<file path="src/rtl/uart_pkg.sv">
// Shared definitions for the PicoBlaze serial transmit path: FSM states,
// default clocking constants and the baud divisor helper.
package uart_pkg;

   typedef enum logic [2:0] {
      IDLE,
      START,
      DATA,
      STOP,
      PARITY
   } tx_state_t;

   localparam int unsigned DEFAULT_CLK_HZ = 100_000_000;
   localparam int unsigned DEFAULT_BAUD   = 115_200;

   function automatic int unsigned calc_divisor(input int unsigned clk_hz,
                                                input int unsigned baud);
      return clk_hz / baud;
   endfunction

endpackage

</file>
<file path="src/rtl/uart_sync_fifo.sv">
// Single-clock FIFO queueing transmit bytes; a push while full is dropped
// and reported on 'dropped', even when a pop happens in the same cycle.
module uart_sync_fifo #(
   parameter int WIDTH = 8,
   parameter int DEPTH = 16
) (
   input  logic                     clk,
   input  logic                     pb_reset,
   input  logic                     push,
   input  logic [WIDTH-1:0]         push_data,
   input  logic                     pop,
   output logic [WIDTH-1:0]         head,
   output logic                     full,
   output logic                     empty,
   output logic [$clog2(DEPTH):0]   count,
   output logic                     push_ok,
   output logic                     dropped
);

   localparam int AW = $clog2(DEPTH);
   localparam int CW = AW + 1;

   logic [WIDTH-1:0] mem [DEPTH];
   logic [AW-1:0]    wr_ptr;
   logic [AW-1:0]    rd_ptr;
   logic             pop_ok;

   assign full    = (count == CW'(DEPTH));
   assign empty   = (count == '0);
   assign push_ok = push & ~full;
   assign dropped = push & full;
   assign pop_ok  = pop & ~empty;
   assign head    = mem[rd_ptr];

   always_ff @(posedge clk) begin
      if (push_ok)
         mem[wr_ptr] <= push_data;
   end

   // Pointers wrap naturally because DEPTH is a power of two.
   always_ff @(posedge clk or posedge pb_reset) begin
      if (pb_reset) begin
         wr_ptr <= '0;
         rd_ptr <= '0;
         count  <= '0;
      end else begin
         if (push_ok)
            wr_ptr <= wr_ptr + 1'b1;
         if (pop_ok)
            rd_ptr <= rd_ptr + 1'b1;
         count <= count + CW'(push_ok) - CW'(pop_ok);
      end
   end

endmodule

</file>
<file path="src/rtl/uart_tx_buffered.sv">
// Buffered 8N1 transmitter behind PicoBlaze output port 03. Defining
// UART_TX_PARITY_EN inserts an even-parity bit, giving 8E1 frames.
module uart_tx_buffered
   import uart_pkg::*;
#(
   parameter int CLK_HZ     = DEFAULT_CLK_HZ,
   parameter int BAUD       = DEFAULT_BAUD,
   parameter int FIFO_DEPTH = 16
) (
   input  logic       clk,
   input  logic       pb_reset,
   input  logic [7:0] tx_data_in,
   input  logic       write_tx_data,
   output logic       tx_buffer_full,
   output logic       tx_busy,
   output logic       tx_overflow,
   output logic       rs232_tx
);

   localparam int DIVISOR = calc_divisor(CLK_HZ, BAUD);
   localparam int BW      = $clog2(DIVISOR);
   localparam int CW      = $clog2(FIFO_DEPTH) + 1;

   tx_state_t     state, state_next;
   logic [BW-1:0] baud_cnt, baud_next;
   logic [2:0]    bit_idx, bit_next;
   logic [7:0]    shift, shift_next;
   logic          tx_next;
   logic          busy_next;
   logic          pop;
   logic          bit_end;
   logic [CW-1:0] count_after;

   logic [7:0]    fifo_head;
   logic          fifo_empty;
   logic [CW-1:0] fifo_count;
   logic          push_ok;
   logic          dropped;

`ifdef UART_TX_PARITY_EN
   logic          parity_bit, parity_next;
`endif

   uart_sync_fifo #(
      .WIDTH (8),
      .DEPTH (FIFO_DEPTH)
   ) u_fifo (
      .clk       (clk),
      .pb_reset  (pb_reset),
      .push      (write_tx_data),
      .push_data (tx_data_in),
      .pop       (pop),
      .head      (fifo_head),
      .full      (tx_buffer_full),
      .empty     (fifo_empty),
      .count     (fifo_count),
      .push_ok   (push_ok),
      .dropped   (dropped)
   );

   assign bit_end     = (baud_cnt == BW'(DIVISOR - 1));
   assign count_after = fifo_count + CW'(push_ok) - CW'(pop);

   always_ff @(posedge clk or posedge pb_reset) begin
      if (pb_reset) begin
         state       <= IDLE;
         baud_cnt    <= '0;
         bit_idx     <= '0;
         shift       <= '0;
         rs232_tx    <= 1'b1;
         tx_busy     <= 1'b0;
         tx_overflow <= 1'b0;
`ifdef UART_TX_PARITY_EN
         parity_bit  <= 1'b0;
`endif
      end else begin
         state       <= state_next;
         baud_cnt    <= baud_next;
         bit_idx     <= bit_next;
         shift       <= shift_next;
         rs232_tx    <= tx_next;
         tx_busy     <= busy_next;
         tx_overflow <= tx_overflow | dropped;
`ifdef UART_TX_PARITY_EN
         parity_bit  <= parity_next;
`endif
      end
   end

   // Line level and busy are derived from next-state values so the
   // registered outputs line up with the state they describe.
   always_comb begin
      state_next = state;
      baud_next  = baud_cnt + 1'b1;
      bit_next   = bit_idx;
      shift_next = shift;
      pop        = 1'b0;
`ifdef UART_TX_PARITY_EN
      parity_next = parity_bit;
`endif
      case (state)
         IDLE: begin
            baud_next = '0;
            if (!fifo_empty) begin
               pop        = 1'b1;
               shift_next = fifo_head;
               bit_next   = '0;
`ifdef UART_TX_PARITY_EN
               parity_next = ^fifo_head;
`endif
               state_next = START;
            end
         end
         START: begin
            if (bit_end) begin
               baud_next  = '0;
               state_next = DATA;
            end
         end
         DATA: begin
            if (bit_end) begin
               baud_next  = '0;
               shift_next = shift >> 1;
               bit_next   = bit_idx + 3'd1;
               if (bit_idx == 3'd7)
`ifdef UART_TX_PARITY_EN
                  state_next = PARITY;
`else
                  state_next = STOP;
`endif
            end
         end
`ifdef UART_TX_PARITY_EN
         PARITY: begin
            if (bit_end) begin
               baud_next  = '0;
               state_next = STOP;
            end
         end
`endif
         STOP: begin
            if (bit_end) begin
               baud_next = '0;
               if (!fifo_empty) begin
                  pop        = 1'b1;
                  shift_next = fifo_head;
                  bit_next   = '0;
`ifdef UART_TX_PARITY_EN
                  parity_next = ^fifo_head;
`endif
                  state_next = START;
               end else begin
                  state_next = IDLE;
               end
            end
         end
         default: state_next = IDLE;
      endcase

      case (state_next)
         START:   tx_next = 1'b0;
         DATA:    tx_next = shift_next[0];
`ifdef UART_TX_PARITY_EN
         PARITY:  tx_next = parity_next;
`endif
         default: tx_next = 1'b1;
      endcase

      busy_next = (state_next != IDLE) | (count_after != '0);
   end

endmodule
</file>
<file path="config.mk">
export PLATFORM = sky130hd
export DESIGN_NAME = uart_tx_buffered
export DESIGN_NICKNAME = d
export VERILOG_FILES = /design/src/rtl/uart_pkg.sv /design/src/rtl/uart_sync_fifo.sv /design/src/rtl/uart_tx_buffered.sv
export SDC_FILE = /design/constraint.sdc
export NUM_CORES = 1
export LEC_CHECK = 0
export CORE_MARGIN = 10
export CORE_UTILIZATION = 65
export DETAILED_ROUTE_END_ITERATION = 6
export GPL_TIMING_DRIVEN = 0
export PLACE_DENSITY_LB_ADDON = 0.1
export SYNTH_ARGS = -nofsm -noshare
export SYNTH_HDL_FRONTEND = slang
export SYNTH_SLANG_ARGS = --single-unit
</file>
<file path="constraint.sdc">
create_clock -name clk -period 4.7 [get_ports clk]
set_input_delay 0.94 -clock clk [delete_from_list [all_inputs] [get_ports clk]]
set_output_delay 0.94 -clock clk [all_outputs]
set_load 0.05 [all_outputs]
</file>
==> results of run 1 <==
-- power groups by stage --
stage	registers (uW)	logic [uW]	clock network, uW
after global routing	1980	1340	1500
after global placement	1970	1200	0
after floorplan	1960	893	0
after CTS	1950	1240	1440
final	1960	1220	1420
after detailed placement	1980	1230	0
-- worst register-to-register path, stage by stage, from the launching register on --
cell	delay (ns)
dfrtp_1	0.43
or4_4	0.59
nor2_1	0.21
nor2b_1	0.07
clkbuf_1	0.23
ha_1	0.28
ha_1	0.23
xor2_1	0.33
xnor2_1	0.16
nand4_1	0.10
or4_1	0.42
-- kinds of logic after synthesis --
family | after synthesis | share of synthesized area (%)
XOR/XNOR | 21 | 2.66
multiplexers | 43 | 12.4
adder cells (fa/ha/maj) | 13 | 2.35
AO/OA/AOI/OAI | 36 | 4.23
buffers and inverters | 28 | 1.63
AND/OR/NAND/NOR | 84 | 6.59
other | 1 | 0.0542
flip-flops | 168 | 70.1
-- how the worst max path moves through the flow --
stage	from	endpoint
floorplan	u_fifo.count[2]	tx_busy
global placement	write_tx_data	u_fifo.mem[3][2]
detailed placement	write_tx_data	u_fifo.mem[3][3]
CTS	u_fifo.count[2]	tx_buffer_full
global route	u_fifo.count[2]	tx_buffer_full
finish	u_fifo.count[2]	tx_buffer_full
-- routing by layer --
metal	part of all wire [%]	vias up	routed length, microns
met2	51	130	7000
met5	0	-	0
li1	-	1608	-
met1	41	1860	5700
met4	2.2	0	297
met3	5.5	25	760
-- area by class of cell --
type | instances | share of cell area, %
well taps | 136 | 2.17
multi-input cells | 198 | 25.0
flip-flops and latches | 168 | 61.9
inverters | 11 | 0.527
repair buffers | 14 | 1.79
clock inverters | 12 | 2.22
clock buffers | 20 | 5.56
plain buffers | 17 | 0.910
-- registers in the layout, summed over array words and instances, names as in the netlist --
signal / flops
rs232_tx: 1
u_fifo.wr_ptr: 4
tx_overflow: 1
tx_busy: 1
u_fifo.rd_ptr: 4
u_fifo.mem: 128
shift: 8
bit_idx: 3
state: 3
baud_cnt: 10
u_fifo.count: 5
-- metrics by stage --
| stage | hold WS [ns] | power [uW] | util, % |
|---|---|---|---|
| 5_1_grt | 0.480 | 4810 | 75.9 |
| 4_1_cts | 0.459 | 4640 | 75.9 |
| 2_1_floorplan | 0.455 | 2860 | - |
| 3_3_place_gp | 0.438 | 3170 | 70.0 |
| 3_5_place_dp | 0.449 | 3200 | 70.0 |
| 6_report | 0.461 | 4600 | 75.9 |
-- layout by cell type, fill, tap and decap left out, types with 3 or more instances in the layout --
| master | instances |
|---|---|
| a211oi_1 | 12 |
| a221o_1 | 6 |
| a22o_1 | 3 |
| buf_1 | 6 |
| buf_2 | 6 |
| bufinv_16 | 4 |
| clkbuf_1 | 7 |
| clkbuf_16 | 16 |
| clkdlybuf4s50_1 | 14 |
| clkinv_2 | 3 |
| clkinv_4 | 3 |
| dfrtp_1 | 39 |
| edfxtp_1 | 128 |
| ha_1 | 13 |
| inv_1 | 10 |
| mux2i_1 | 8 |
| mux4_2 | 34 |
| nand2_1 | 13 |
| nand3_1 | 4 |
| nand4_1 | 4 |
| nor2_1 | 28 |
| nor2b_1 | 8 |
| nor3_1 | 5 |
| o21ai_0 | 4 |
| xnor2_1 | 15 |
| xor2_1 | 6 |
==> flow_summary_export.csv, run 1 <==
group,metric,value,unit
layout,fin_cells,576,
setup_path,r2r_setup_slack,1.52,ns
timing,rsz0062_at_grt,"false",
setup_path,cp_num_cells,3,
placed_design,portBuffers,14,
setup_path,slowest_delay,0.85,ns
clock_tree,clk_pin_slew,0.06,ns
hold_path,hold_path.class,"flop to flop",
placed_design,dpl_cell_area,7220,sq um
global_routing,met3_usage,5.47,%
setup_path,r2r_end,"tx_busy",
route,via_per_inst,6.29,
pwr,p_int,3260,uW
placed_design,dp_cells,544,
global_routing,grt_use_met2,32.0,%
timing,setup_slack,1.16,ns
clock_tree,cts-root-buf,"clkbuf_8",
synth,synth.top_cell.area_share,55.6,%
setup_path,slowest_stage,"clkdlybuf4s50_1",
synth,synth_area_per_cell,17.5,sq um
hold_path,holdPathEnd,"tx_overflow",
pwr,combPwrFrac,26.6,%
clock_tree,clock_latency,0.53,ns
die,die_area,15200,sq um
pwr,p_clk_share,30.9,%
route,wire_per_inst,23.9,microns
layout,regArea,4850,sq um
setup_path,crit_buf_inv,1,
timing,slew_headroom,11.7,%
route,vias,3623,
pwr,sequentialPowerShare,42.5,%
global_routing,grt_start_max_net_pins,41,
layout,multi_input_area,1960,sq um
synth,yosys-top-cells-count,"edfxtp_1 (128), dfrtp_1 (39), mux4_2 (34)",
layout,layout-drive-gt1-share,18.4,%
timing,setup_tns,0,ns
synth,netlist_instances,394,
route,drtIter0Drc,347,
synth,async_flop_share,23.8,%
clock_tree,hold_buffers,0,
placed_design,hpwl,8.76,mm
setup_path,crit_chain,"or4_4 -> nor2_1 -> clkdlybuf4s50_1",
timing,setup_violations,0,
setup_path,crit_family,"buffers and inverters",
setup_path,reg2reg_depth,10,
pwr,power_switching,1340,uW
synth,synth_area,6910,sq um
hold_path,min_from,"tx_overflow",
synth,yosysUniqueCellTypes,48,
clock_tree,cts_tree,"yes",
setup_path,worst_setup_path_end_kind,"output pin",
setup_path,required,3.76,ns
setup_path,r2r_start,"u_fifo.count[2]",
synth,synthTopCellsByArea,"edfxtp_1 (56%), dfrtp_1 (14%), mux4_2 (11%)",
global_routing,grt-busiest-layer,"met2",
die,rows,37,
global_routing,first_global_vias,3724,
pwr,switching_share,29.2,%
die,die_y,123,microns
synth,yosysTopAreaCell,"edfxtp_1",
timing,post-route-period-util,75.4,%
route,drtAntennaViolNets,0,
setup_path,critPathMaxFanout,6,
global_routing,grtUsageTotal,19.6,%
synth,ys_ff_latch,168,
die,initial_utilization,67.0,%
clock_tree,cts_setup_buffers,0,
layout,final_nets,451,
synth,synth-edff-count,128,
pwr,power_leakage,0.00278,uW
die,pin_count,15,
run,maxCapViolCount,0,
synth,synthFlopType,"edfxtp_1",
timing,final_hold_viol_count,0,
layout,antenna_cells,0,
setup_path,path_class,"flop to output pin",
pwr,peakVddDrop,0.383,mV
timing,skew,0.00684,ns
global_routing,antenna_found_initial,0,
clock_tree,clockBufferDepth,2,
clock_tree,cts_buffers,17,
placed_design,gp_congestion,0.793,
run_status,status,"completed",
route,drt_first_pass_iters,5,
timing,period_minus_slack,3.54,ns
clock_tree,h-tree-depth,4,
die,fp.dieW,123,microns
route,drcViolationCount,0,
timing,slew_viol_final,0,
placed_design,pre_cts_ws,1.04,ns
synth,yosysMostFrequentCell,"edfxtp_1",
pwr,p_per_area,587,nW/um^2
clock_tree,cts.sinks,168,
global_routing,grt_pass1_wl,21.4,mm
layout,postLayoutCellArea,7830,sq um
route,drt-total-wl,13.8,mm
setup_path,critPathLaunchType,"flop",
die,core_area,10300,sq um
clock_tree,cts_resized,0,
timing,fmax,282,MHz
timing,tightest_slew,1.31,ns
setup_path,arrival,2.60,ns
global_routing,use_met1,24.7,%
layout,fill_cells,565,
synth,ys_warn_count,0,
layout,area_growth,13.3,%
synth,synth_nets,418,
synth,synth_seq_area_share,70.1,%
global_routing,globalRouteOverflowTotal,0,
hold_path,worstHoldPathCells,1,
Power figures use the tool's default switching activity.
==> run 2: changes to the inputs <==
Settings changed: CORE_UTILIZATION 65 to 55.
Clock period 4.7 ns to 2.85 ns, I/O delays scaled along.
==> flow_summary_export.csv, run 2 (same netlist as run 1, synthesis figures left out) <==
group,metric,value,unit
timing,period_minus_slack,2.71,ns
die,rows,40,
layout,top_register,"u_fifo.mem",
placed_design,gp_congestion,0.790,
timing,post-route-period-util,95.1,%
layout,final_nets,453,
global_routing,globalRouteOverflowTotal,0,
clock_tree,clk_pin_slew,0.06,ns
layout,postLayoutCellArea,7900,sq um
clock_tree,cts_buffers,17,
placed_design,dpl_cell_area,7310,sq um
timing,tightest_slew,1.33,ns
placed_design,portBuffers,14,
setup_path,arrival,2.99,ns
hold_path,hold_path.class,"flop to flop",
layout,area_growth,14.3,%
timing,slew_headroom,10.6,%
global_routing,grt_start_max_net_pins,41,
setup_path,r2r_setup_slack,0.14,ns
route,drtAntennaViolNets,0,
global_routing,grt_pass1_wl,20.4,mm
run,maxCapViolCount,0,
route,wire_per_inst,21.3,microns
setup_path,r2r_start,"u_fifo.count[3]",
clock_tree,cts_tree,"yes",
setup_path,r2r_end,"tx_busy",
die,pin_count,15,
pwr,power_leakage,0.00278,uW
layout,layout_commonest_cell,"edfxtp_1",
setup_path,worst_setup_path_end_kind,"flop",
timing,setup_violations,0,
route,via_per_inst,5.70,
die,core_area,12200,sq um
timing,fmax,369,MHz
die,die_area,17500,sq um
layout,layout_common_cells,"edfxtp_1 (128), dfrtp_1 (39), mux4_2 (34), nor2_1 (27), clkbuf_16 (17)",
layout,top_regs,"u_fifo.mem x128, baud_cnt x10, shift x8",
setup_path,crit_start,"u_fifo.count[3]",
setup_path,required,3.13,ns
setup_path,critPathLaunchType,"flop",
layout,largest_register_ffs,128,
run_status,status,"completed",
global_routing,grtUsageTotal,15.5,%
clock_tree,clockBufferDepth,2,
timing,final_hold_viol_count,0,
global_routing,antenna_found_initial,0,
setup_path,reg2reg_depth,10,
global_routing,first_global_vias,3637,
timing,whs,0.463,ns
route,drtIter0Drc,268,
timing,rsz0062_at_grt,"false",
die,initial_utilization,56.9,%
timing,skew,0.0116,ns
setup_path,path_class,"flop to flop",
timing,slew_viol_final,0,
pwr,p_per_area,945,nW/um^2
placed_design,hpwl,8.59,mm
die,fp.dieW,132,microns
setup_path,cp-endpoint,"tx_busy",
route,drt-total-wl,13.0,mm
layout,layout-drive-gt1-share,20.4,%
route,vias,3480,
clock_tree,clock_latency,0.42,ns
clock_tree,cts.sinks,168,
layout,fin_util,65.0,%
clock_tree,cts-root-buf,"clkbuf_16",
pwr,peakVddDrop,0.474,mV
setup_path,critPathMaxFanout,9,
clock_tree,h-tree-depth,4,
route,drt_first_pass_iters,4,
layout,antenna_cells,0,
die,die_y,132,microns
route,drcViolationCount,0,
==> run 2: changes by cell type in the layout (fill, tap and decap cells not counted), sizes merged <==
cell / previous run / this run
clkbuf: 25 / 30
clkinv: 7 / 3
bufinv: 4 / 1
buf: 12 / 14
clkinvlp: 0 / 2
clkdlybuf4s50: 14 / 13
dlygate4sd2: 0 / 1
==> run 2: cell type report <==
cell class | count | area [sq um]
flip-flops and latches | 168 | 4850
fillers | 875 | 4260
multi-input cells | 198 | 2010
clock buffers | 25 | 495
well taps | 168 | 210
repair buffers | 16 | 154
plain buffers | 17 | 75.1
clock inverters | 7 | 68.8
inverters | 11 | 41.3
==> run 2: power by group <==
group | total, uW | switching (uW) | internal (uW)
Clock | 2170 | 879 | 1290
Sequential | 3220 | 200 | 3020
Combinational | 2070 | 1120 | 950
Total | 7470 | 2200 | 5260
==> run 2: critical path, stage by stage (launching register included) <==
cell and delay (ns):
dfrtp_1 0.39, or4_4 0.59, nor2_4 0.15, nor2b_1 0.05, clkbuf_4 0.17, ha_2 0.20, ha_4 0.18, xor2_4 0.19
xnor2_1 0.15, nand4_1 0.10, or4_1 0.40
==> run 2: worst min-delay path by stage <==
stage,cells after the start,slack [ns],to,from
final,1,0.46,tx_overflow,tx_overflow
after global routing,1,0.49,tx_overflow,tx_overflow
after CTS,1,0.47,tx_overflow,tx_overflow
after detailed placement,1,0.45,tx_overflow,tx_overflow
after global placement,1,0.44,tx_overflow,tx_overflow
after floorplan,1,0.45,baud_cnt[0],baud_cnt[0]
==> run 2: routing by layer <==
| layer | GRT usage, % | up-vias | wire (microns) |
|---|---|---|---|
| met5 | 0 | - | 0 |
| met4 | 6.92 | 0 | 189 |
| met3 | 3.93 | 9 | 666 |
| met2 | 24.8 | 91 | 6580 |
| met1 | 19.6 | 1768 | 5530 |
| li1 | - | 1612 | - |
==> run 2: repair_timing <==
action / CTS / global route
hold buffers: 0 / 0
pin swaps: 0 / 1
gates resized for setup: 1 / 1
endpoints found under the setup margin: 1 / 1
buffers inserted: 0 / 2
==> run 2: through the flow <==
step           instances  TNS [ns]  setup WS [ns]  total power (uW)
2_1_floorplan        394         0         0.0202              4740
3_3_place_gp         576     -6.75         -0.259              5280
3_5_place_dp         576     -3.63         -0.269              5340
4_1_cts              608         0         0.0728              7510
5_1_grt              610         0        0.00271              7850
6_report             610         0          0.141              7470
